## src/rtl/sdp_pipe_impl_if.sv

```systemverilog
// sdp_pipe_impl_if: operand/result valid-ready bundle for sdp_pipe_impl.
// out_parity is present only when SDP_PARITY_EN is defined.
interface sdp_pipe_impl_if #(parameter int W = 8, parameter int CNT_W = 16);
   logic in_valid, in_ready, ctl_a, ctl_b, out_valid, out_ready;
   logic [W-1:0] a, b, c, out_data;
   logic [CNT_W-1:0] out_count;
`ifdef SDP_PARITY_EN
   logic out_parity;
`endif
   modport master (
      output in_valid, ctl_a, ctl_b, a, b, c, out_ready,
      input in_ready, out_valid, out_data, out_count
`ifdef SDP_PARITY_EN
      , input out_parity
`endif
   );
   modport slave (
      input in_valid, ctl_a, ctl_b, a, b, c, out_ready,
      output in_ready, out_valid, out_data, out_count
`ifdef SDP_PARITY_EN
      , output out_parity
`endif
   );
endinterface

```

## src/rtl/sdp_pipe_impl.sv

```systemverilog
// sdp_pipe_impl: 3-stage valid/ready pipeline of the 8-bit select/datapath function.
// Optional out_parity and its self-check are enabled by SDP_PARITY_EN.
module sdp_pipe_impl #(parameter int W = 8, parameter int CNT_W = 16) (
   input logic clk,
   input logic reset_n,
   sdp_pipe_impl_if.slave bus
);
   logic v1, v2, v3, adv1, adv2, adv3, ca1, cb1, ca2;
   logic [W-1:0] p, c1, q, r, r_n;
   logic [CNT_W-1:0] cnt;
   // each stage may load when it is empty or the stage below is moving
   assign adv3 = !v3 | bus.out_ready;
   assign adv2 = !v2 | adv3;
   assign adv1 = !v1 | adv2;
   assign bus.in_ready = reset_n & adv1;
   assign bus.out_valid = v3;
   assign bus.out_data = r;
   assign bus.out_count = cnt;
   assign r_n = ca2 ? {q[W-2:0], q[W-1]} : q;
`ifdef SDP_PARITY_EN
   logic par;
   assign bus.out_parity = par;
   always_ff @(posedge clk)
      if (!reset_n) par <= 1'b0;
      else if (adv3 & v2) par <= ^r_n;
   assert property (@(posedge clk) disable iff (!reset_n) bus.out_valid |-> bus.out_parity == ^bus.out_data);
`endif
   always_ff @(posedge clk)
      if (!reset_n) begin
         {v1, v2, v3, ca1, cb1, ca2} <= '0;
         p <= '0;
         c1 <= '0;
         q <= '0;
         r <= '0;
         cnt <= '0;
      end else begin
         if (adv1) v1 <= bus.in_valid;
         if (adv1 & bus.in_valid) begin
            p <= bus.ctl_a ? bus.a + bus.b : bus.a - bus.b;
            c1 <= bus.c;
            ca1 <= bus.ctl_a;
            cb1 <= bus.ctl_b;
         end
         if (adv2) v2 <= v1;
         if (adv2 & v1) begin
            q <= cb1 ? p * c1 : p ^ c1;
            ca2 <= ca1;
         end
         if (adv3) v3 <= v2;
         if (adv3 & v2) r <= r_n;
         if (v3 & bus.out_ready) cnt <= cnt + 1'b1;
      end
endmodule

```

## src/flat_wrapper.sv

```systemverilog
// flat-port wrapper written by rule: the top's interface ports become plain ports
module sdp_pipe_impl_flat 
#(parameter int W = 8, parameter int CNT_W = 16)
  (clk, reset_n, bus_in_valid, bus_ctl_a, bus_ctl_b, bus_a, bus_b, bus_c, bus_out_ready, bus_in_ready, bus_out_valid, bus_out_data, bus_out_count);
  sdp_pipe_impl_if #(.W(W), .CNT_W(CNT_W)) bus_i ();
  input logic clk;
  input logic reset_n;
  input wire logic [$bits(bus_i.in_valid)-1:0] bus_in_valid;
  input wire logic [$bits(bus_i.ctl_a)-1:0] bus_ctl_a;
  input wire logic [$bits(bus_i.ctl_b)-1:0] bus_ctl_b;
  input wire logic [$bits(bus_i.a)-1:0] bus_a;
  input wire logic [$bits(bus_i.b)-1:0] bus_b;
  input wire logic [$bits(bus_i.c)-1:0] bus_c;
  input wire logic [$bits(bus_i.out_ready)-1:0] bus_out_ready;
  output wire logic [$bits(bus_i.in_ready)-1:0] bus_in_ready;
  output wire logic [$bits(bus_i.out_valid)-1:0] bus_out_valid;
  output wire logic [$bits(bus_i.out_data)-1:0] bus_out_data;
  output wire logic [$bits(bus_i.out_count)-1:0] bus_out_count;
  assign bus_i.in_valid = bus_in_valid;
  assign bus_i.ctl_a = bus_ctl_a;
  assign bus_i.ctl_b = bus_ctl_b;
  assign bus_i.a = bus_a;
  assign bus_i.b = bus_b;
  assign bus_i.c = bus_c;
  assign bus_i.out_ready = bus_out_ready;
  assign bus_in_ready = bus_i.in_ready;
  assign bus_out_valid = bus_i.out_valid;
  assign bus_out_data = bus_i.out_data;
  assign bus_out_count = bus_i.out_count;
  sdp_pipe_impl #(.W(W), .CNT_W(CNT_W)) u_core (.clk(clk), .reset_n(reset_n), .bus(bus_i));
endmodule
```

## config.mk

```make
export PLATFORM = sky130hd
export DESIGN_NAME = sdp_pipe_impl_flat
export DESIGN_NICKNAME = d
export VERILOG_FILES = /design/src/rtl/sdp_pipe_impl_if.sv /design/src/rtl/sdp_pipe_impl.sv /design/src/flat_wrapper.sv
export SDC_FILE = /design/constraint.sdc
export NUM_CORES = 1
export LEC_CHECK = 0
export ABC_AREA = 1
export BUFFER_PORTS_ARGS = -buffer_cell sky130_fd_sc_hd__buf_4
export CORE_UTILIZATION = 52
export DETAILED_ROUTE_END_ITERATION = 16
export PLACE_DENSITY = 0.8
export REMOVE_ABC_BUFFERS = 1
export SYNTH_ARGS = -nofsm -noshare
export SYNTH_HDL_FRONTEND = slang
export SYNTH_SLANG_ARGS = --single-unit
```

## constraint.sdc

```tcl
create_clock -name clk -period 4.1 [get_ports clk]
set_input_delay 0 -clock clk [delete_from_list [all_inputs] [get_ports clk]]
set_output_delay 0 -clock clk [all_outputs]
set_load 0.01 [all_outputs]
```

==> impl_metrics.tcl, run 1 <==
set metrics [dict create \
    routabilityCongestion 0.9111 \
    yosys.area.top_type "dfxtp_1" \
    cp_data_arrival_time_ns 4.07 \
    period_share 0.9442 \
    routed_wl_um 8198 \
    die_width_um 86.65 \
    synth_cell_types 32 \
    required_ns 4.30 \
    endpoint_kind "flip-flop" \
    fin_tns_setup_ns 0 \
    drv_slew 0 \
    cts.clk_slew.worst_paths_ns 0.10 \
    ant_nets 0 \
    drive_gt1_frac 0.1424 \
    start_util 0.5424 \
    yosysSeqAreaShare 0.2901 \
    core.rowCount 30 \
    synth_warnings 0 \
    power_leakage_uw 0.002264 \
    synthTopCellsByArea "dfxtp_1, nand2_1, ha_1" \
    min_path_type "input port to flip-flop" \
    path_cells "ha_1 > inv_1 > fa_1 > inv_1 > ha_1 > fa_1 > inv_1 > fa_1 > inv_1 > ha_1 > nand2_1 > nand2_1 > a31oi_1 > inv_1 > nand3_1 > nand2_1 > nand2_1 > nand3_1 > nand2_1 > a21oi_1" \
    hold_viol 0 \
    drc 0 \
    grt_overflow 0 \
    via_count 3428 \
    via_per_inst 4.997 \
    die_area_um2 7508 \
    avgSynthCellArea_um2 7.030 \
    nFillCells 617 \
    grt_pass1_vias 3301 \
    dp_hpwl_um 6316 \
    antenna_found_initial 0 \
    firstDrtPassIters 5 \
    synthToLayoutAreaGrowth_pct 19.21 \
    synth_edf_count 0 \
    slew_headroom 0.6145 \
    layout.nets 661 \
    cts.sinks 54 \
    globalRouteTotalUtil 0.2370 \
    htree_levels 2 \
    routedWlPerCell_um 11.95 \
    design_area_um2 4442 \
    rsz0062_at_grt "false" \
    critPathLaunchType "flip-flop" \
    synth_area_um2 3726 \
    fp.dieH_um 86.65 \
    synth_simple_gate_area_share 0.2337 \
    grt_start_max_net_pins 44 \
    synth_fa_ha_area_frac 0.1672 \
    synth_seq_cells 54 \
    drv_cap 0 \
    cts_buffers 5 \
    finClkSkew_ns 0.004603 \
    portBuffers 55 \
    worst_pin_slew_ns 0.5776 \
    synthCells 530 \
    cp_max_fo 6 \
    yosys_most_used_dff "dfxtp_1" \
    ios 56 \
    grt_pass1_wl_um 14170 \
    cp_slowest_stage_delay_ns 0.53 \
    postCtsSetupBuffers 0 \
    core_um2 6869 \
    pwr_density_cell_nw_per_um2 285.0 \
    clk-insertion-delay-late_ns 0.31 \
    synthDominantCellAreaShare 0.2901 \
    max_freq_ghz 0.2583 \
    drt_iter0_markers 156 \
    rrSetupSlack_ns 0.23 \
    synthArstFlopShare 0 \
    synth_top_family_by_area "simple AND/OR/NAND/NOR gates" \
    cts_tree "built" \
    criticalPathCategory "flip-flop to flip-flop" \
    cts_root_buffer "clkbuf_8" \
    max-vdd-ir-drop_uv 159.5 \
    placed_area_um2 4222 \
    setup_viol 0 \
    synthMuxAreaShare 0 \
    status "finished clean" \
    synth_compound_area_frac 0.1430 \
    antennaDiodeCount 0 \
    cts.path.max_buffers 2 \
    fin_crit_ns 3.871 \
    cpMaxStageDelayCell "fa_1" \
    synth_xor_area_frac 0.05406 \
]
final cells by class:
cell class	count	area (µm²)	share of cell area
Clock buffer	5	68.82	0.01549
Clock inverter	3	48.80	0.01099
Inverter	93	349.1	0.07859
Multi-Input combinational cell	366	2228	0.5017
Sequential cell	54	1084	0.2439
Tap cell	96	120.1	0.02704
Timing Repair Buffer	69	543.0	0.1223
worst paths after layout:
path                                               start                       end  depth (start not counted)
worst max-delay path                        u_core.c1[3]               u_core.q[7]                         20
worst min-delay path                           bus_ctl_a                u_core.ca1                          3
worst max register to register              u_core.c1[3]               u_core.q[7]                         20
worst min register to register  u_core.bus.out_count[15]  u_core.bus.out_count[15]                          2
synthesized netlist by cell type (2+ instances only):
master    number
dfxtp_1       54
nor2_2         3
fa_1          13
a221oi_1       2
and3_1         2
buf_2          3
clkbuf_1      12
nor2_1        58
buf_1          2
a31oi_1        7
ha_1          29
inv_1         91
nand3_1       21
o21ai_0       41
xor2_1        11
nand4_1        2
nor2_4         3
xnor2_1       12
nor3_2         2
o21a_1         2
a21oi_1       43
nand3_2        3
nand2_1      105
logic make-up (layout without fill, tap and decap cells):
| logic type | Yosys count | after routing |
|---|---|---|
| AND/OR/NAND/NOR | 201 | 201 |
| buffers and inverters | 110 | 170 |
| AO/OA/AOI/OAI | 100 | 100 |
| flip-flops | 54 | 54 |
| adder cells (fa/ha/maj) | 42 | 42 |
| XOR/XNOR | 23 | 23 |
timing repair:
action                                  CTS  global route
gates resized for setup                   0             2
endpoints found under the setup margin    0             1
hold endpoints to repair                 10             0
hold buffers                             10             0
per-layer routing:
| layer | GRT usage | up-vias | wire [µm] |
|---|---|---|---|
| met1 | 0.2791 | 1532 | 3568 |
| met2 | 0.4416 | 90 | 4093 |
| met3 | 0.03429 | 16 | 347 |
| met5 | 0 | - | 0 |
| li1 | - | 1790 | - |
| met4 | 0.07424 | 0 | 189 |
power breakdown:
part / switching (µW) / internal [µW] / leakage (µW) / total (µW)
logic: 169 / 133 / 0.00176 / 301
clock network: 190 / 186 / 0.0000563 / 377
registers: 34.3 / 553 / 0.000443 / 588
total: 394 / 872 / 0.00226 / 1270
registers in the layout, indices dropped and copies added (netlist names):
signal                count
u_core.bus.out_count     16
u_core.bus.out_data       8
u_core.c1                 8
u_core.p                  8
u_core.q                  8
u_core.bus.out_valid      1
u_core.ca1                1
u_core.ca2                1
u_core.cb1                1
u_core.v1                 1
u_core.v2                 1
per-stage QoR:
| stage | hold slack (ns) | worst slack, ns | util | total power [µW] | std cells |
|---|---|---|---|---|---|
| 6_report | 0.05977 | 0.2289 | 0.6466 | 1266 | 686 |
| 5_1_grt | 0.1103 | 0.0003775 | 0.6466 | 1342 | 686 |
| 4_1_cts | 0.05507 | 0.1691 | 0.6463 | 1274 | 686 |
| 3_5_place_dp | 0.2631 | 0.1846 | 0.6146 | 891.8 | 668 |
| 3_3_place_gp | 0.2538 | 0.2693 | 0.6146 | 880.2 | 668 |
| 2_1_floorplan | 0.09653 | 0.3781 | - | 790.7 | 513 |
cell usage in the layout (no fill, tap or decap), types with 3 or more instances in the layout:
cell | Yosys | final
nand2_1 | 105 | 105
inv_1 | 91 | 91
buf_4 | 0 | 59
nor2_1 | 58 | 58
dfxtp_1 | 54 | 52
a21oi_1 | 43 | 43
o21ai_0 | 41 | 41
ha_1 | 29 | 29
nand3_1 | 21 | 21
fa_1 | 13 | 13
xnor2_1 | 12 | 12
xor2_1 | 11 | 11
dlygate4sd3_1 | 0 | 10
a31oi_1 | 7 | 7
clkbuf_8 | 0 | 5
nand3_2 | 3 | 3
nor2_4 | 3 | 3
nor2_2 | 3 | 3
worst max-delay path, delay by kind of cell (launching register included):
kind	cells	cell delay, ns
fa+ha+maj	6	2.36
flops	1	0.44
simple gates	7	0.47
buf+inv	5	0.26
compound gates	2	0.24
Power figures use the tool's default switching activity.
==> run 2, diff against run 1 <==
--- a/config.mk
+++ b/config.mk
@@ -7,6 +7,7 @@
 export LEC_CHECK = 0
 export ABC_AREA = 1
 export BUFFER_PORTS_ARGS = -buffer_cell sky130_fd_sc_hd__buf_4
+export CORE_ASPECT_RATIO = 1.1
 export CORE_UTILIZATION = 52
 export DETAILED_ROUTE_END_ITERATION = 16
 export PLACE_DENSITY = 0.8
==> run 2 against run 1 <==
Net effect:
- the flow now finishes with violations (design-rule violations)
- combinational power barely moved
- critical path depth fell by 1
- clock skew rose by 0.0036 ns
- first-iteration DRC count fell by 17%
- largest power group unchanged
- core utilization fell by 1.2 points
- fmax rose by 3.2%
- hold slack improved by 0.0074 ns
- final area fell by 0.42%
==> impl_metrics.tcl, run 2 (synthesis gave the netlist of run 1 again) <==
set metrics [dict create \
    cp_slowest_stage_delay_ns 0.53 \
    routedWlPerCell_um 11.93 \
    finClkSkew_ns 0.008164 \
    routabilityCongestion 0.8809 \
    drive_gt1_frac 0.1494 \
    timing.rr.end "u_core.q[7]" \
    core.rowCount 32 \
    cp_max_fo 6 \
    hold_end "u_core.ca1" \
    pwr-share-seq 0.485 \
    required_ns 4.30 \
    cts.path.max_buffers 2 \
    drv_cap 0 \
    p_sw_uw 400.1 \
    core_um2 6967 \
    max_freq_ghz 0.2666 \
    grt_pass1_vias 3248 \
    min_path_cells 3 \
    endpoint_kind "flip-flop" \
    worst_pin_slew_ns 0.5883 \
    cp_data_arrival_time_ns 3.95 \
    die_area_um2 7508 \
    hp-start "bus_ctl_a" \
    final_cell_mix "nand2_1, inv_1, nor2_1, buf_4, dfxtp_1" \
    via_count 3437 \
    synthToLayoutAreaGrowth_pct 18.70 \
    globalRouteTotalUtil 0.2259 \
    critPathLaunchType "flip-flop" \
    cpMaxStageDelayCell "fa_1" \
    clkPwrFrac 0.267 \
    clk-insertion-delay-late_ns 0.32 \
    htree_levels 2 \
    cts.sinks 54 \
    status "finished, violations left" \
    drv_slew 0 \
    final_common_cell "nand2_1" \
    comb_power_share 0.248 \
    cts_buffers 5 \
    grt_pass1_wl_um 13420 \
    cts.clk_slew.worst_paths_ns 0.11 \
    hold_slack_ns 0.06720 \
    placed_area_um2 4200 \
    routed_wl_um 8038 \
    rrSetupSlack_ns 0.35 \
    period_share 0.9147 \
    min_path_type "input port to flip-flop" \
    nFillCells 619 \
    via_per_inst 5.099 \
    ios 56 \
    design_area_um2 4423 \
    criticalPathCategory "flip-flop to flip-flop" \
    die_width_um 82.71 \
    grt_overflow 0 \
    dp_cells 656 \
    start_util 0.5348 \
    cts_tree "built" \
    antenna_found_initial 0 \
    setup_viol 0 \
    path_common_cell "nand2_1" \
    dp_hpwl_um 6196 \
    timing.rr.start "u_core.c1[4]" \
    antennaDiodeCount 0 \
    slew_headroom 0.6073 \
    max-vdd-ir-drop_uv 162.3 \
    cts_root_buffer "clkbuf_8" \
    drt_iter0_markers 129 \
    ant_nets 0 \
    portBuffers 55 \
    pwr_density_cell_nw_per_um2 274.6 \
    path_cells "nand2_1 > fa_2 > fa_1 > inv_1 > fa_1 > inv_1 > fa_1 > inv_1 > ha_1 > nand2_1 > nand2_1 > a31oi_2 > inv_1 > nand3_1 > nand2_1 > nand2_1 > nand3_1 > nand2_1 > a21oi_1" \
    final_cells 674 \
    power_leakage_uw 0.002257 \
    largest_reg_flops 16 \
    grt_start_max_net_pins 44 \
    firstDrtPassIters 10 \
    reg2regPathDepth 19 \
    hold_viol 0 \
    fin_crit_ns 3.750 \
    cpLargestDelayFamily "adder cells" \
    p_int_uw 814.3 \
    cp_num_buf_inv 4 \
    fp.dieH_um 90.78 \
    drc 2 \
    violations "design-rule violations" \
    switching_share 0.3294 \
    layout.nets 660 \
]
-- run 2: how the worst max path moves through the flow --
stage	depth (start not counted)	end	from
floorplan	19	u_core.q[7]	u_core.p[1]
global placement	19	u_core.q[7]	u_core.p[2]
detailed placement	19	u_core.q[7]	u_core.p[2]
CTS	19	u_core.q[7]	u_core.p[2]
global route	19	u_core.q[7]	u_core.p[4]
finish	19	u_core.q[7]	u_core.c1[4]
-- run 2: stage by stage --
stage               utilization  worst slack, ns   TNS (ns)  total power, µW
floorplan                     -           0.3781          0            790.7
global placement         0.6029           0.2824          0            879.0
detailed placement       0.6029           0.2222          0            891.7
CTS                      0.6313           0.2001          0             1220
global route             0.6349        -0.003351  -0.003351             1289
finish                   0.6349           0.3496          0             1214
-- run 2: power groups by stage --
stage / clock (µW) / combinational (µW) / sequential (µW)
after floorplan: 0 / 196 / 595
after global placement: 0 / 282 / 597
after detailed placement: 0 / 292 / 600
after CTS: 331 / 301 / 588
after global routing: 349 / 346 / 594
final: 324 / 302 / 589
-- run 2: worst min-delay path, cell delays in order --
cell	delay (ns)
buf_4	0.09
inv_1	0.11
a21oi_1	0.14
-- run 2: routing by layer --
layer / global-route usage / vias up / part of all wire
met2: 0.4030 / 83 / 0.52
met4: 0.06897 / 0 / 0.015
met3: 0.03939 / 13 / 0.048
met5: 0 / - / 0
li1: - / 1782 / -
met1: 0.2660 / 1559 / 0.42
-- run 2: final cells by class --
class                      instances  area (µm²)  share of cell area
sequential                        54        1097              0.2481
timing repair buffer              68       535.5              0.1211
inverter                          93       349.1             0.07893
multi-input combinational        366        2237              0.5058
tap                               85       106.4             0.02405
clock inverter                     3       28.78            0.006506
clock buffer                       5       68.82             0.01556
-- run 2: timing repair --
| item | in CTS | in global routing |
|---|---|---|
| resized for setup | 0 | 11 |
| hold buffers | 10 | 0 |
| setup endpoints to repair | 0 | 1 |
| buffers inserted | 0 | 0 |
| endpoints found under the hold margin | 11 | 0 |
==> run 3, diff against run 2 <==
--- a/config.mk
+++ b/config.mk
@@ -8,6 +8,7 @@
 export ABC_AREA = 1
 export BUFFER_PORTS_ARGS = -buffer_cell sky130_fd_sc_hd__buf_4
 export CORE_ASPECT_RATIO = 1.1
+export CORE_MARGIN = 3
 export CORE_UTILIZATION = 52
 export DETAILED_ROUTE_END_ITERATION = 16
 export PLACE_DENSITY = 0.8
==> run 3 against run 2 <==
Net effect:
- the flow finishes with violations (negative hold slack)
- final cell count is 0.59% lower
- die area rose by 9.5%
- hold slack got worse by 0.068 ns
- sequential power about the same
- clock-buffer cell count unchanged
- setup slack lost 0.14 ns
- clock skew rose by 0.0011 ns
- non-clock buffer count down 1
- global-route usage fell by 1.2 points
- flip-flop and latch count unchanged
- final area shrank 0.28%
==> impl_metrics.tcl, run 3 (synthesis gave the netlist of run 1 again) <==
set metrics [dict create \
    status "finished, violations left" \
    violations "negative hold slack" \
    grt_overflow 0 \
    die_area_um2 8218 \
    portBuffers 55 \
    die_width_um 86.71 \
    timing.rr.start "u_core.p[2]" \
    fin_crit_ns 3.886 \
    routabilityCongestion 0.9099 \
    totalPowerFinal_uw 1264 \
    grt_pass1_vias 3309 \
    start_util 0.5521 \
    ant_nets 0 \
    setup_viol 0 \
    pwr_density_cell_nw_per_um2 286.7 \
    cts_buffers 5 \
    min_path_type "input port to flip-flop" \
    cts_tree "built" \
    htree_levels 2 \
    power_leakage_uw 0.002256 \
    hp-start "bus_c[6]" \
    max_freq_ghz 0.2573 \
    drt_iter0_markers 141 \
    antennaDiodeCount 0 \
    slew_headroom 0.5789 \
    rsz0062_at_grt "false" \
    grt_start_max_net_pins 44 \
    synthToLayoutAreaGrowth_pct 18.37 \
    dp_cells 653 \
    drv_cap 0 \
    via_per_inst 5.046 \
    firstDrtPassIters 4 \
    fp.dieH_um 94.78 \
    fin_tns_setup_ns 0 \
    core_um2 6749 \
    routed_wl_um 8286 \
    antenna_found_initial 0 \
    startpoint "u_core.p[2]" \
    max-vdd-ir-drop_uv 214.3 \
    postCtsSetupBuffers 0 \
    via_count 3381 \
    hold_viol 1 \
    hold_slack_ns -0.001173 \
    cts_root_buffer "clkbuf_8" \
    core.rowCount 31 \
    period_share 0.9478 \
    routedWlPerCell_um 12.37 \
    final_common_cell "nand2_1" \
    endpoint_kind "flip-flop" \
    post-route-util 0.6535 \
    largest_reg_flops 16 \
    cts.sinks 54 \
    critPathLaunchType "flip-flop" \
    drc 0 \
    criticalPathCategory "flip-flop to flip-flop" \
    globalRouteTotalUtil 0.2136 \
    nFillCells 603 \
    ios 56 \
    cts.clk_slew.worst_paths_ns 0.10 \
    finClkSkew_ns 0.009230 \
    worst_pin_slew_ns 0.6310 \
    layout.nets 659 \
    grt_pass1_wl_um 14300 \
    cp_data_arrival_time_ns 4.08 \
    drv_slew 0 \
    drive_gt1_frac 0.1463 \
    final_cells 670 \
    cts.path.max_buffers 2 \
    required_ns 4.30 \
    final_cell_mix "nand2_1, inv_1, nor2_1, buf_4, dfxtp_1" \
    dp_hpwl_um 6262 \
    clk-insertion-delay-late_ns 0.31 \
    cp_max_fo 8 \
]
run 3: metrics by stage:
| step | worst slack [ns] | area, µm² |
|---|---|---|
| after floorplan | 0.3781 | 3659 |
| after global placement | 0.2927 | 4197 |
| after detailed placement | 0.1494 | 4197 |
| after CTS | 0.1188 | 4404 |
| after global routing | 0.01274 | 4410 |
| final | 0.2138 | 4410 |
run 3: worst paths after layout:
check	to	slack [ns]	cells past startpoint
worst max-delay path	u_core.q[7]	0.21	19
worst min-delay path	u_core.c1[6]	-0.001	3
worst max register to register	u_core.q[7]	0.21	19
worst min register to register	u_core.bus.out_count[15]	0.48	2
run 3: layout make-up:
cell class	count	area, µm²	share of cell area
timing repair buffer	67	525.5	0.1191
clock inverter	3	48.80	0.01106
clock buffer	5	68.82	0.01560
sequential	54	1087	0.2465
multi-input combinational	366	2228	0.5052
tap	82	102.6	0.02326
inverter	93	349.1	0.07915
run 3: routing by layer:
metal / global-route usage / vias up / wire length, µm
met2: 0.3852 / 76 / 4222
met4: 0.06753 / 0 / 173
met3: 0.03403 / 18 / 344
li1: - / 1782 / -
met5: 0 / - / 0
met1: 0.2575 / 1505 / 3546
run 3: critical path: stages (launching register included):
cell,delay [ns]
dfxtp_2,0.41
nand2_1,0.12
fa_1,0.44
fa_1,0.55
inv_1,0.06
fa_1,0.48
inv_1,0.06
fa_1,0.53
inv_1,0.04
ha_1,0.32
nand2_1,0.08
nand2_1,0.05
a31oi_1,0.20
inv_1,0.06
nand3_1,0.10
nand2_1,0.06
nand2_1,0.05
nand3_1,0.06
nand2_1,0.06
a21oi_1,0.05
run 3: timing repair:
action | 4_1_cts | 5_1_grt
setup endpoints to repair | 0 | 1
hold buffers | 9 | 0
resized for setup | 0 | 5
endpoints found under the hold margin | 9 | 0
run 3: power breakdown:
group	internal (µW)	switching, µW	leakage, µW
registers	554	35.1	0.000444
clock network	186	189	0.0000563
logic	131	169	0.00176
total	872	393	0.00226
